File: src/rtl/uart_echo_bridge.sv
`timescale 1ns/1ps
`default_nettype none
// =============================================================================
// uart_echo_bridge : FIFO-buffered RX->TX byte bridge with heartbeat and flags
// Revision 1.0
// =============================================================================
module uart_echo_bridge #(
   parameter int unsigned       DATA_W     = 8,
   parameter int unsigned       DEPTH      = 16,
   parameter int unsigned       HB_PERIOD  = 50_000_000,
   parameter logic [DATA_W-1:0] HB_BYTE    = 8'h55,
   parameter int unsigned       TX_TIMEOUT = 1_000_000
) (
   input  logic                   clk,
   input  logic                   rst_n,
   input  logic [1:0]             mode_i,
   input  logic                   rx_valid_i,
   input  logic [DATA_W-1:0]      rx_data_i,
   output logic                   tx_start_o,
   output logic [DATA_W-1:0]      tx_data_o,
   input  logic                   tx_done_i,
   output logic [$clog2(DEPTH):0] fifo_level_o,
   output logic                   overflow_o,
   output logic                   timeout_o,
   input  logic                   clr_flags_i
);

   localparam int unsigned AW  = $clog2(DEPTH);
   localparam int unsigned LW  = AW + 1;
   localparam int unsigned HBW = $clog2(HB_PERIOD);
   localparam int unsigned TW  = $clog2(TX_TIMEOUT + 1);

   localparam logic [LW-1:0]  c_full    = LW'(DEPTH);
   localparam logic [HBW-1:0] c_hb_last = HBW'(HB_PERIOD - 1);
   localparam logic [TW-1:0]  c_to_last = TW'(TX_TIMEOUT - 1);

   typedef enum logic [0:0] {
      ST_IDLE = 1'b0,
      ST_WAIT = 1'b1
   } state_t;

   state_t              state_q, state_d;
   logic [DATA_W-1:0]   mem [DEPTH];
   logic [AW-1:0]       wr_ptr_q, wr_ptr_d;
   logic [AW-1:0]       rd_ptr_q, rd_ptr_d;
   logic [LW-1:0]       level_q, level_d;
   logic                tx_start_q, tx_start_d;
   logic [DATA_W-1:0]   tx_data_q, tx_data_d;
   logic [TW-1:0]       to_cnt_q, to_cnt_d;
   logic [HBW-1:0]      hb_cnt_q, hb_cnt_d;
   logic                hb_pend_q, hb_pend_d;
   logic                overflow_q, overflow_d;
   logic                timeout_q, timeout_d;

   logic w_echo_en, w_hb_en, w_full, w_empty;
   logic w_pop, w_push, w_push_drop, w_hb_wrap, w_hb_take, w_to_hit;

   assign w_echo_en   = mode_i[0];
   assign w_hb_en     = mode_i[1];
   assign w_full      = (level_q == c_full);
   assign w_empty     = (level_q == '0);
   assign w_pop       = (state_q == ST_IDLE) && !w_empty && w_echo_en;
   // A pop in the same cycle frees the slot, so a full FIFO still accepts.
   assign w_push      = rx_valid_i && w_echo_en && (!w_full || w_pop);
   assign w_push_drop = rx_valid_i && w_echo_en && w_full && !w_pop;
   assign w_hb_wrap   = w_hb_en && (hb_cnt_q == c_hb_last);
   assign w_hb_take   = (state_q == ST_IDLE) && !w_pop && hb_pend_q;

   always_comb begin
      state_d    = state_q;
      tx_start_d = 1'b0;
      tx_data_d  = tx_data_q;
      to_cnt_d   = to_cnt_q;
      w_to_hit   = 1'b0;
      case (state_q)
         ST_IDLE: begin
            if (w_pop) begin
               tx_data_d  = mem[rd_ptr_q];
               tx_start_d = 1'b1;
               to_cnt_d   = '0;
               state_d    = ST_WAIT;
            end else if (hb_pend_q) begin
               tx_data_d  = HB_BYTE;
               tx_start_d = 1'b1;
               to_cnt_d   = '0;
               state_d    = ST_WAIT;
            end
         end
         ST_WAIT: begin
            if (tx_done_i) begin
               state_d = ST_IDLE;
            end else if (to_cnt_q == c_to_last) begin
               w_to_hit = 1'b1;
               state_d  = ST_IDLE;
            end else begin
               to_cnt_d = to_cnt_q + TW'(1);
            end
         end
         default: state_d = ST_IDLE;
      endcase
   end

   always_comb begin
      wr_ptr_d = wr_ptr_q;
      rd_ptr_d = rd_ptr_q;
      level_d  = level_q;
      if (w_push) wr_ptr_d = wr_ptr_q + AW'(1);
      if (w_pop)  rd_ptr_d = rd_ptr_q + AW'(1);
      case ({w_push, w_pop})
         2'b10:   level_d = level_q + LW'(1);
         2'b01:   level_d = level_q - LW'(1);
         default: level_d = level_q;
      endcase
   end

   always_comb begin
      hb_cnt_d  = '0;
      hb_pend_d = hb_pend_q;
      if (w_hb_en && !w_hb_wrap) hb_cnt_d = hb_cnt_q + HBW'(1);
      // Wraps while a request is already pending collapse into that request.
      if (!w_hb_en)       hb_pend_d = 1'b0;
      else if (w_hb_wrap) hb_pend_d = 1'b1;
      else if (w_hb_take) hb_pend_d = 1'b0;

      overflow_d = overflow_q;
      timeout_d  = timeout_q;
      if (clr_flags_i) begin
         overflow_d = 1'b0;
         timeout_d  = 1'b0;
      end
      if (w_push_drop) overflow_d = 1'b1;
      if (w_to_hit)    timeout_d  = 1'b1;
   end

   always_ff @(posedge clk) begin
      if (w_push) mem[wr_ptr_q] <= rx_data_i;
   end

   always_ff @(posedge clk or negedge rst_n) begin
      if (!rst_n) begin
         state_q    <= ST_IDLE;
         wr_ptr_q   <= '0;
         rd_ptr_q   <= '0;
         level_q    <= '0;
         tx_start_q <= 1'b0;
         tx_data_q  <= '0;
         to_cnt_q   <= '0;
         hb_cnt_q   <= '0;
         hb_pend_q  <= 1'b0;
         overflow_q <= 1'b0;
         timeout_q  <= 1'b0;
      end else begin
         state_q    <= state_d;
         wr_ptr_q   <= wr_ptr_d;
         rd_ptr_q   <= rd_ptr_d;
         level_q    <= level_d;
         tx_start_q <= tx_start_d;
         tx_data_q  <= tx_data_d;
         to_cnt_q   <= to_cnt_d;
         hb_cnt_q   <= hb_cnt_d;
         hb_pend_q  <= hb_pend_d;
         overflow_q <= overflow_d;
         timeout_q  <= timeout_d;
      end
   end

   assign tx_start_o   = tx_start_q;
   assign tx_data_o    = tx_data_q;
   assign fifo_level_o = level_q;
   assign overflow_o   = overflow_q;
   assign timeout_o    = timeout_q;

endmodule
`default_nettype wire

File: config.mk
export PLATFORM = sky130hd
export DESIGN_NAME = uart_echo_bridge
export DESIGN_NICKNAME = d
export VERILOG_FILES = /design/src/rtl/uart_echo_bridge.sv
export SDC_FILE = /design/constraint.sdc
export NUM_CORES = 1
export LEC_CHECK = 0
export ABC_AREA = 0
export BUFFER_PORTS_ARGS = -buffer_cell sky130_fd_sc_hd__buf_4
export CORE_MARGIN = 5
export CORE_UTILIZATION = 55
export DETAILED_ROUTE_END_ITERATION = 6
export GPL_ROUTABILITY_DRIVEN = 0
export PLACE_DENSITY = 0.71
export REMOVE_ABC_BUFFERS = 1
export SETUP_SLACK_MARGIN = 0.15
export SLEW_MARGIN = 20
export SYNTH_ARGS = -nofsm -noshare
export SYNTH_HDL_FRONTEND = slang
export SYNTH_SLANG_ARGS = --single-unit
File: constraint.sdc
create_clock -name clk -period 3.7 [get_ports clk]
set_clock_uncertainty 0.1 [all_clocks]
set_input_delay 0.555 -clock clk [delete_from_list [all_inputs] [get_ports clk]]
set_output_delay 0.555 -clock clk [all_outputs]
set_load 0.01 [all_outputs]
==> flow_metrics.tcl, run 1 <==
set metrics [dict create \
    setup_viol_count_final 0 \
    place_area_um2 9124 \
    slowest_stage "a31oi_1" \
    drtIter0Drc 405 \
    root_buffer "clkbuf_16" \
    post-cts-setup-buffers 0 \
    critPathMaxFanout 8 \
    wl_mm 16.65 \
    drv_slew 0 \
    power_density_nw_per_um2 629.4 \
    antenna_found_initial 0 \
    fin_crit_ns 2.873 \
    syn_area_per_cell_um2 14.64 \
    syn_area_um2 8713 \
    grt_pass1_vias 5125 \
    rows 46 \
    port_buffers 30 \
    netlist_instances 595 \
    start_util_pct 55.45 \
    rsz0062_at_grt "no" \
    outcome "completed" \
    cts.sinks 200 \
    cap_violations 0 \
    grt_first_pass_wirelength_mm 27.32 \
    synth_seq_cells 200 \
    dieArea_um2 18460 \
    start_kind "register" \
    cts_tree "done" \
    yosysUniqueCellTypes 53 \
    mostFrequentLayoutCells "edfxtp_1 (128), dfrtp_1 (71), buf_4 (37), nor2_1 (32), mux4_2 (32)" \
    ant_nets 0 \
    irDropWorstVdd_uv 388.3 \
    cts_hold_buf 0 \
    clk_pin_slew_ns 0.07 \
    dieWidth_um 135.9 \
    cp-end-kind "register" \
    fmax_mhz 348.0 \
    ctsResizeCount 0 \
    drive_gt1_share_pct 17.48 \
    worstSkewPairLatency_ns 0.43 \
    numCtsBuffers 17 \
    critical_path_class "register to register" \
    coreArea_um2 15710 \
    overflow 0 \
    max_slew.worst_pin.slew_ns 0.9814 \
    vias 5141 \
    io_pins 31 \
    diodes 0 \
    fin_nets 646 \
    drc 0 \
    yosysSeqAreaShare_pct 64.79 \
    grt_max_degree 73 \
    synth-edff-count 128 \
    finalHoldViolCount 0 \
    finalInstanceArea_um2 9691 \
    ys_async_sr_fraction_pct 36.00 \
    vias_per_cell 6.041 \
    grt_usage_pct 19.61 \
    cp.arrival_ns 2.92 \
    worstPathCellList "nor4_1, a31oi_1, nand2_1, nor3_1, buf_4" \
    hpwl_mm 10.92 \
    max_slew_margin_pct 34.57 \
    clockBufferDepth 2 \
    tns_ns 0 \
    avgRoutedWirePerCell_um 19.56 \
    yosys_warnings 0 \
    timing.final.crit_share_pct 77.66 \
    p_leak_nw 3.440 \
    synthFlopType "edfxtp_1" \
    final_common_cell "edfxtp_1" \
    max_stage_delay_ns 0.74 \
    htree_levels 4 \
    fp.dieH_um 135.9 \
    dr.pass1.iters 4 \
    crit_required_ns 3.75 \
    syn2layout_area_growth_pct 11.21 \
    final_core_util_pct 61.67 \
    hp-class "primary input to asynchronous set/reset pin" \
]
logic make-up after synthesis:
logic type                 Yosys count  synth area share [%]
muxes                               64                 12.00
xor gates and xnor gates            25                 2.513
and+or+nand+nor                    182                 11.63
DFF                                200                 64.79
buffers and inverters               39                 2.053
AOI/OAI and AO/OA                   76                 5.715
adders and majority gates            9                 1.292
cell usage after synthesis, types with 3 or more instances:
library cell | count | area share [%]
a21oi_1 | 24 | 1.4
a21oi_2 | 3 | 0.30
a22o_1 | 4 | 0.40
and2_1 | 3 | 0.22
and3_1 | 10 | 0.72
and4_1 | 7 | 0.70
buf_1 | 3 | 0.13
buf_2 | 8 | 0.46
buf_4 | 3 | 0.26
clkbuf_1 | 13 | 0.56
dfrtp_1 | 72 | 21
edfxtp_1 | 128 | 44
ha_1 | 9 | 1.3
inv_1 | 9 | 0.39
mux2i_1 | 31 | 3.6
mux4_2 | 32 | 8.3
nand2_1 | 24 | 1.0
nand2b_1 | 4 | 0.29
nand3_1 | 30 | 1.7
nand3b_1 | 4 | 0.34
nand4_1 | 15 | 1.1
nor2_1 | 32 | 1.4
nor3_1 | 8 | 0.46
nor4_1 | 6 | 0.43
nor4b_1 | 5 | 0.50
o21a_1 | 4 | 0.34
o21ai_0 | 15 | 0.86
o22a_1 | 4 | 0.40
o31ai_1 | 8 | 0.69
or3_1 | 15 | 1.1
or4_1 | 11 | 0.95
xnor2_1 | 14 | 1.4
xor2_1 | 11 | 1.1
sequential cells by signal, summed over array words and instances (netlist names):
name          count
wr_ptr_q          4
fifo_level_o      5
mem             128
tx_data_o         8
hb_pend_q         1
timeout_o         1
hb_cnt_q         26
state_q           1
tx_start_o        1
rd_ptr_q          4
to_cnt_q         20
overflow_o        1
area by class of cell:
| type | instances | area [um2] |
|---|---|---|
| fillers | 1163 | 6022 |
| inverters | 10 | 40.04 |
| flip-flops and latches | 200 | 5647 |
| clock inverters | 14 | 137.6 |
| repair buffers | 37 | 277.8 |
| multi-input cells | 356 | 2889 |
| well taps | 216 | 270.3 |
| clock buffers | 18 | 429.2 |
worst max-delay path: cells and delay by family, from the launching register on:
kind	cells	cell delay (ns)
flip-flops	1	0.49
AO/OA/AOI/OAI	1	0.74
buffers and inverters	1	0.25
AND/OR/NAND/NOR	3	1.01
final timing paths:
kind / cells after the start / from / to / slack (ns)
worst max-delay path: 5 / fifo_level_o[2] / mem[0][2] / 0.83
worst min-delay path: 1 / rst_n / hb_cnt_q[21] / 0.14
worst max register to register: 5 / fifo_level_o[2] / mem[0][2] / 0.83
worst min register to register: 1 / to_cnt_q[0] / to_cnt_q[0] / 0.41
max in group asynchronous: 1 / rst_n / rd_ptr_q[2] / 2.68
min in group clk: 2 / clr_flags_i / timeout_o / 0.23
per-layer routing:
| layer | track usage [%] | vias up | share of wire, % |
|---|---|---|---|
| met1 | 27.34 | 2599 | 45 |
| met5 | 0 | - | 0 |
| li1 | - | 2377 | - |
| met3 | 5.181 | 10 | 5.5 |
| met2 | 31.22 | 155 | 48 |
| met4 | 4.927 | 0 | 0.87 |
where the power goes:
| group | internal (mW) | total [mW] | switching, mW |
|---|---|---|---|
| clock | 0.946 | 1.77 | 0.828 |
| sequential | 2.59 | 2.97 | 0.382 |
| combinational | 0.755 | 1.36 | 0.601 |
through the flow:
step / setup WS [ns] / hold slack [ns] / cells / power, mW
2_1_floorplan: 1.024 / 0.1594 / 566 / 3.860
3_3_place_gp: 0.8572 / 0.3929 / 819 / 4.343
3_5_place_dp: 0.8257 / 0.3936 / 819 / 4.391
4_1_cts: 0.8329 / 0.1822 / 851 / 6.164
5_1_grt: 0.4892 / 0.2132 / 851 / 6.411
6_report: 0.8266 / 0.1377 / 851 / 6.099
Power figures use the tool's default switching activity.
==> inputs of run 2 (changes only) <==
- PLACE_DENSITY: 0.71 -> 0.74
- clock period: 3.7 -> 2.6 ns (I/O delays scaled with it)
==> flow_metrics.tcl, run 2 (synthesized netlist as in run 1, its figures left out) <==
set metrics [dict create \
    grt_usage_pct 20.13 \
    setup_viol_count_final 0 \
    drtIter0Drc 405 \
    critPathMaxFanout 6 \
    pwr-share-clk_pct 28.0 \
    combPwrFrac_pct 27.0 \
    drive_gt1_share_pct 21.27 \
    max_slew.worst_pin.slew_ns 0.5840 \
    worstSkewPairLatency_ns 0.43 \
    whs_endpoint "timeout_o" \
    p_leak_nw 3.587 \
    ff_latch_area_um2 5647 \
    hold_depth 2 \
    dieWidth_um 135.9 \
    switching_share_pct 29.67 \
    syn2layout_area_growth_pct 14.06 \
    dieArea_um2 18460 \
    top_register "mem" \
    max_slew_margin_pct 61.07 \
    outcome "completed" \
    ff2ff_path_depth 8 \
    finalHoldViolCount 0 \
    grt_pass1_vias 5267 \
    rr_endpoint "fifo_level_o[4]" \
    antenna_found_initial 0 \
    vias_per_cell 6.038 \
    fmax_mhz 409.8 \
    hp-class "primary input to register" \
    top_regs "mem (128), hb_cnt_q (26), to_cnt_q (20)" \
    overflow 0 \
    hpwl_mm 11.59 \
    crit_required_ns 2.81 \
    seqPwrFrac_pct 45.0 \
    dr.pass1.iters 5 \
    grt_max_degree 46 \
    port_buffers 30 \
    rsz0062_at_grt "yes" \
    fp.dieH_um 135.9 \
    diodes 0 \
    numCtsBuffers 17 \
    cp-end-kind "register" \
    wl_mm 17.35 \
    grt_first_pass_wirelength_mm 28.13 \
    vias 5307 \
    cap_violations 0 \
    ant_nets 0 \
    post-place-cells 846 \
    critPathLaunch "fifo_level_o[2]" \
    p_sw_mw 2.631 \
    critical_path_class "register to register" \
    largest_register_ffs 128 \
    reg2reg_from "fifo_level_o[2]" \
    clk_pin_slew_ns 0.07 \
    nFillCells 1117 \
    cp.arrival_ns 2.65 \
    start_kind "register" \
    drv_slew 0 \
    fin_nets 674 \
    mostFrequentLayoutCells "edfxtp_1 (128), dfrtp_1 (71), buf_4 (62), nor2_1 (32), mux4_2 (32)" \
    holdCritStartpoint "clr_flags_i" \
    timing.hold.ws_ns 0.05906 \
    coreArea_um2 15710 \
    multi_input_area_um2 2913 \
    stdcell_count 879 \
    internal_power_mw 6.238 \
    drc 0 \
    root_buffer "clkbuf_16" \
    clockBufferDepth 2 \
    cts.sinks 200 \
    io_pins 31 \
    post-cts-setup-buffers 0 \
    avgRoutedWirePerCell_um 19.73 \
    rows 46 \
    power_density_nw_per_um2 892.3 \
    fin_crit_ns 2.440 \
    rrSetupSlack_ns 0.16 \
    cts_tree "done" \
    start_util_pct 55.45 \
    htree_levels 4 \
    irDropWorstVdd_uv 657.6 \
    timing.final.crit_share_pct 93.86 \
    final_common_cell "edfxtp_1" \
]
run 2: power by group through the flow:
stage          Combinational [mW]  Clock [mW]  Sequential [mW]
6_report                     2.40        2.48             3.99
5_1_grt                      2.59        2.67             4.03
4_1_cts                      2.41        2.52             3.99
3_5_place_dp                 2.39           0             4.05
3_3_place_gp                 2.33           0             4.03
2_1_floorplan                1.26           0             4.23
run 2: layer usage:
metal  share of wire [%]  global-route usage (%)
met1                  43                   27.32
met2                  51                   33.21
met3                 4.9                   4.515
met4                 1.2                   5.599
met5                   0                       0
run 2: per-stage QoR:
stage	setup TNS (ns)	cell area (um2)	worst slack (ns)	total power, mW	utilization (%)
6_report	0	9938	0.1597	8.868	63.25
5_1_grt	0	9938	0.06452	9.290	63.25
4_1_cts	0	9923	0.1630	8.923	63.15
3_5_place_dp	0	9351	0.1195	6.440	59.52
3_3_place_gp	0	9351	0.1531	6.357	59.52
2_1_floorplan	-0.5995	8574	-0.07586	5.493	-
run 2: area by class of cell:
type | instances | area share (%)
clock buffer | 19 | 4.356
clock inverter | 13 | 1.209
inverter | 10 | 0.4029
multi-input combinational | 356 | 29.31
sequential | 200 | 56.82
tap | 216 | 2.719
timing repair buffer | 65 | 5.187
run 2: how the worst max path moves through the flow:
stage	slack, ns	to	cells after the start
after detailed placement	0.12	fifo_level_o[4]	8
after global placement	0.15	fifo_level_o[4]	8
final	0.16	fifo_level_o[4]	8
after global routing	0.06	fifo_level_o[4]	8
after CTS	0.16	fifo_level_o[4]	8
after floorplan	-0.08	tx_data_o[1]	4
run 2: critical path, stage by stage, from the launching register on:
cell	delay [ns]
dfrtp_1	0.38
or4_4	0.54
o21a_4	0.24
xor2_1	0.16
ha_2	0.20
or3_1	0.33
a21oi_2	0.15
a22oi_1	0.10
xnor2_1	0.14
run 2: timing repair:
action / 4_1_cts / 5_1_grt
hold buffers: 1 / 0
resized for setup: 2 / 3
hold endpoints to repair: 42 / 0
endpoints found under the setup margin: 1 / 58
pin swaps: 0 / 0
==> inputs of run 3 (changes only) <==
- GPL_TIMING_DRIVEN: unset -> 0
==> flow_metrics.tcl, run 3 (synthesized netlist as in run 1, its figures left out) <==
set metrics [dict create \
    start_kind "register" \
    cts.sinks 200 \
    critPathBufInv 0 \
    drive_gt1_share_pct 22.52 \
    slowest_stage "nor2_1" \
    outcome "complete, but fails checks" \
    tns_ns 0 \
    final_core_util_pct 63.11 \
    drt-met1-wl_mm 7.451 \
    hp-class "primary input to asynchronous set/reset pin" \
    internal_power_mw 6.177 \
    clockBufferDepth 2 \
    rows 46 \
    wl_met3_um 837 \
    crit_cells 3 \
    setup_viol_count_final 0 \
    overflow 0 \
    fin_crit_ns 2.560 \
    port_buffers 30 \
    coreArea_um2 15710 \
    p_sw_mw 2.740 \
    dieWidth_um 135.9 \
    drv_slew 0 \
    fin_nets 655 \
    antenna_found_initial 0 \
    timing.final.crit_share_pct 98.48 \
    syn2layout_area_growth_pct 13.80 \
    top_register "mem" \
    critical_path.endpoint "mem[12][3]" \
    numCtsBuffers 17 \
    reg2reg_from "fifo_level_o[4]" \
    mostFrequentLayoutCells "edfxtp_1 (128), dfrtp_1 (67), buf_4 (42), mux4_2 (32), mux2i_1 (31)" \
    switching_share_pct 30.72 \
    dr.pass1.iters 5 \
    grt_usage_pct 19.18 \
    fp.dieH_um 135.9 \
    timing.hold.ws_ns -0.03666 \
    rsz0062_at_grt "yes" \
    violations "hold timing" \
    finalHoldViolCount 22 \
    pwr-share-clk_pct 28.0 \
    power_density_nw_per_um2 899.3 \
    route.met2.wl_mm 8.434 \
    dieArea_um2 18460 \
    p_leak_nw 3.506 \
    worstPathCellList "a31oi_2, nand2_1, nor2_1" \
    crit_required_ns 2.57 \
    cp.arrival_ns 2.53 \
    critPathMaxFanout 9 \
    ff2ff_path_depth 3 \
    critPathLaunch "fifo_level_o[4]" \
    rr_endpoint "mem[12][3]" \
    grt_first_pass_wirelength_mm 27.12 \
    wl_mm 16.86 \
    grt_max_degree 73 \
    vias 5172 \
    grt_pass1_vias 5094 \
    cap_violations 0 \
    nFillCells 1103 \
    irDropWorstVdd_uv 579.5 \
    combPwrFrac_pct 24.8 \
    start_util_pct 55.45 \
    hpwl_mm 10.52 \
    fmax_mhz 390.6 \
    drc 0 \
    critical_path_class "register to register" \
    drtIter0Drc 427 \
    ant_nets 0 \
    final_common_cell "edfxtp_1" \
    worstSkewPairLatency_ns 0.44 \
    avgRoutedWirePerCell_um 19.60 \
    htree_levels 4 \
    cts_tree "done" \
    cp-end-kind "register" \
    largest_register_ffs 128 \
    rrSetupSlack_ns 0.04 \
    diodes 0 \
    cts_hold_buf 0 \
    power_mw 8.917 \
    vias_per_cell 6.014 \
    clk_pin_slew_ns 0.07 \
    root_buffer "clkbuf_16" \
    max_slew.worst_pin.slew_ns 0.9026 \
    max_slew_margin_pct 39.83 \
    max_stage_delay_ns 0.72 \
    top_regs "mem (128), hb_cnt_q (26), to_cnt_q (20)" \
    cp_top_family "simple AND/OR/NAND/NOR gates" \
    seqPwrFrac_pct 47.2 \
    io_pins 31 \
    highest_layer "met4" \
]
==> run 3: power groups by stage <==
stage	Combinational [mW]	Clock, mW	Sequential, mW
after detailed placement	1.90	0	4.36
after CTS	2.00	2.55	4.28
final	2.21	2.49	4.21
after global routing	2.40	2.71	4.26
after floorplan	1.26	0	4.23
after global placement	1.78	0	4.35
==> run 3: what timing repair did <==
| action | 4_1_cts | 5_1_grt |
|---|---|---|
| cloned | 0 | 1 |
| gates resized for setup | 12 | 13 |
| buffers inserted | 7 | 6 |
| endpoints found under the setup margin | 159 | 141 |
| pin swaps | 7 | 4 |
==> run 3: cell type report <==
type	count	area, um2	share of cell area (%)
timing repair buffer	45	382.9	3.861
clock inverter	15	133.9	1.350
sequential	200	5654	57.02
multi-input combinational	357	3009	30.35
clock buffer	17	425.4	4.290
tap	216	270.3	2.726
inverter	10	40.04	0.4038
==> run 3: how the worst min path moves through the flow <==
stage / endpoint / slack, ns / startpoint
floorplan: fifo_level_o[0] / -0.006 / rst_n
global placement: to_cnt_q[0] / 0.39 / to_cnt_q[0]
detailed placement: hb_cnt_q[0] / 0.40 / hb_cnt_q[0]
CTS: hb_cnt_q[17] / 0.01 / rst_n
global route: overflow_o / 0.04 / clr_flags_i
finish: hb_cnt_q[16] / -0.04 / rst_n
==> run 3: worst reg2reg max path, cell delays in order, from the launching register on <==
cell	delay, ns
dfrtp_1	0.52
a31oi_2	0.58
nand2_1	0.27
nor2_1	0.72
==> run 3: per-layer routing <==
metal	vias to the layer above	track usage (%)
met4	0	4.535
met2	120	31.28
met1	2649	26.25
met5	-	0
li1	2391	-
met3	12	4.996
==> run 3: through the flow <==
stage	std cells	setup WS [ns]	area [um2]
2_1_floorplan	566	-0.07586	8574
3_3_place_gp	812	-0.7976	9070
3_5_place_dp	814	-0.3146	9130
4_1_cts	853	0.07672	9781
5_1_grt	860	-0.05106	9916
6_report	860	0.03954	9916
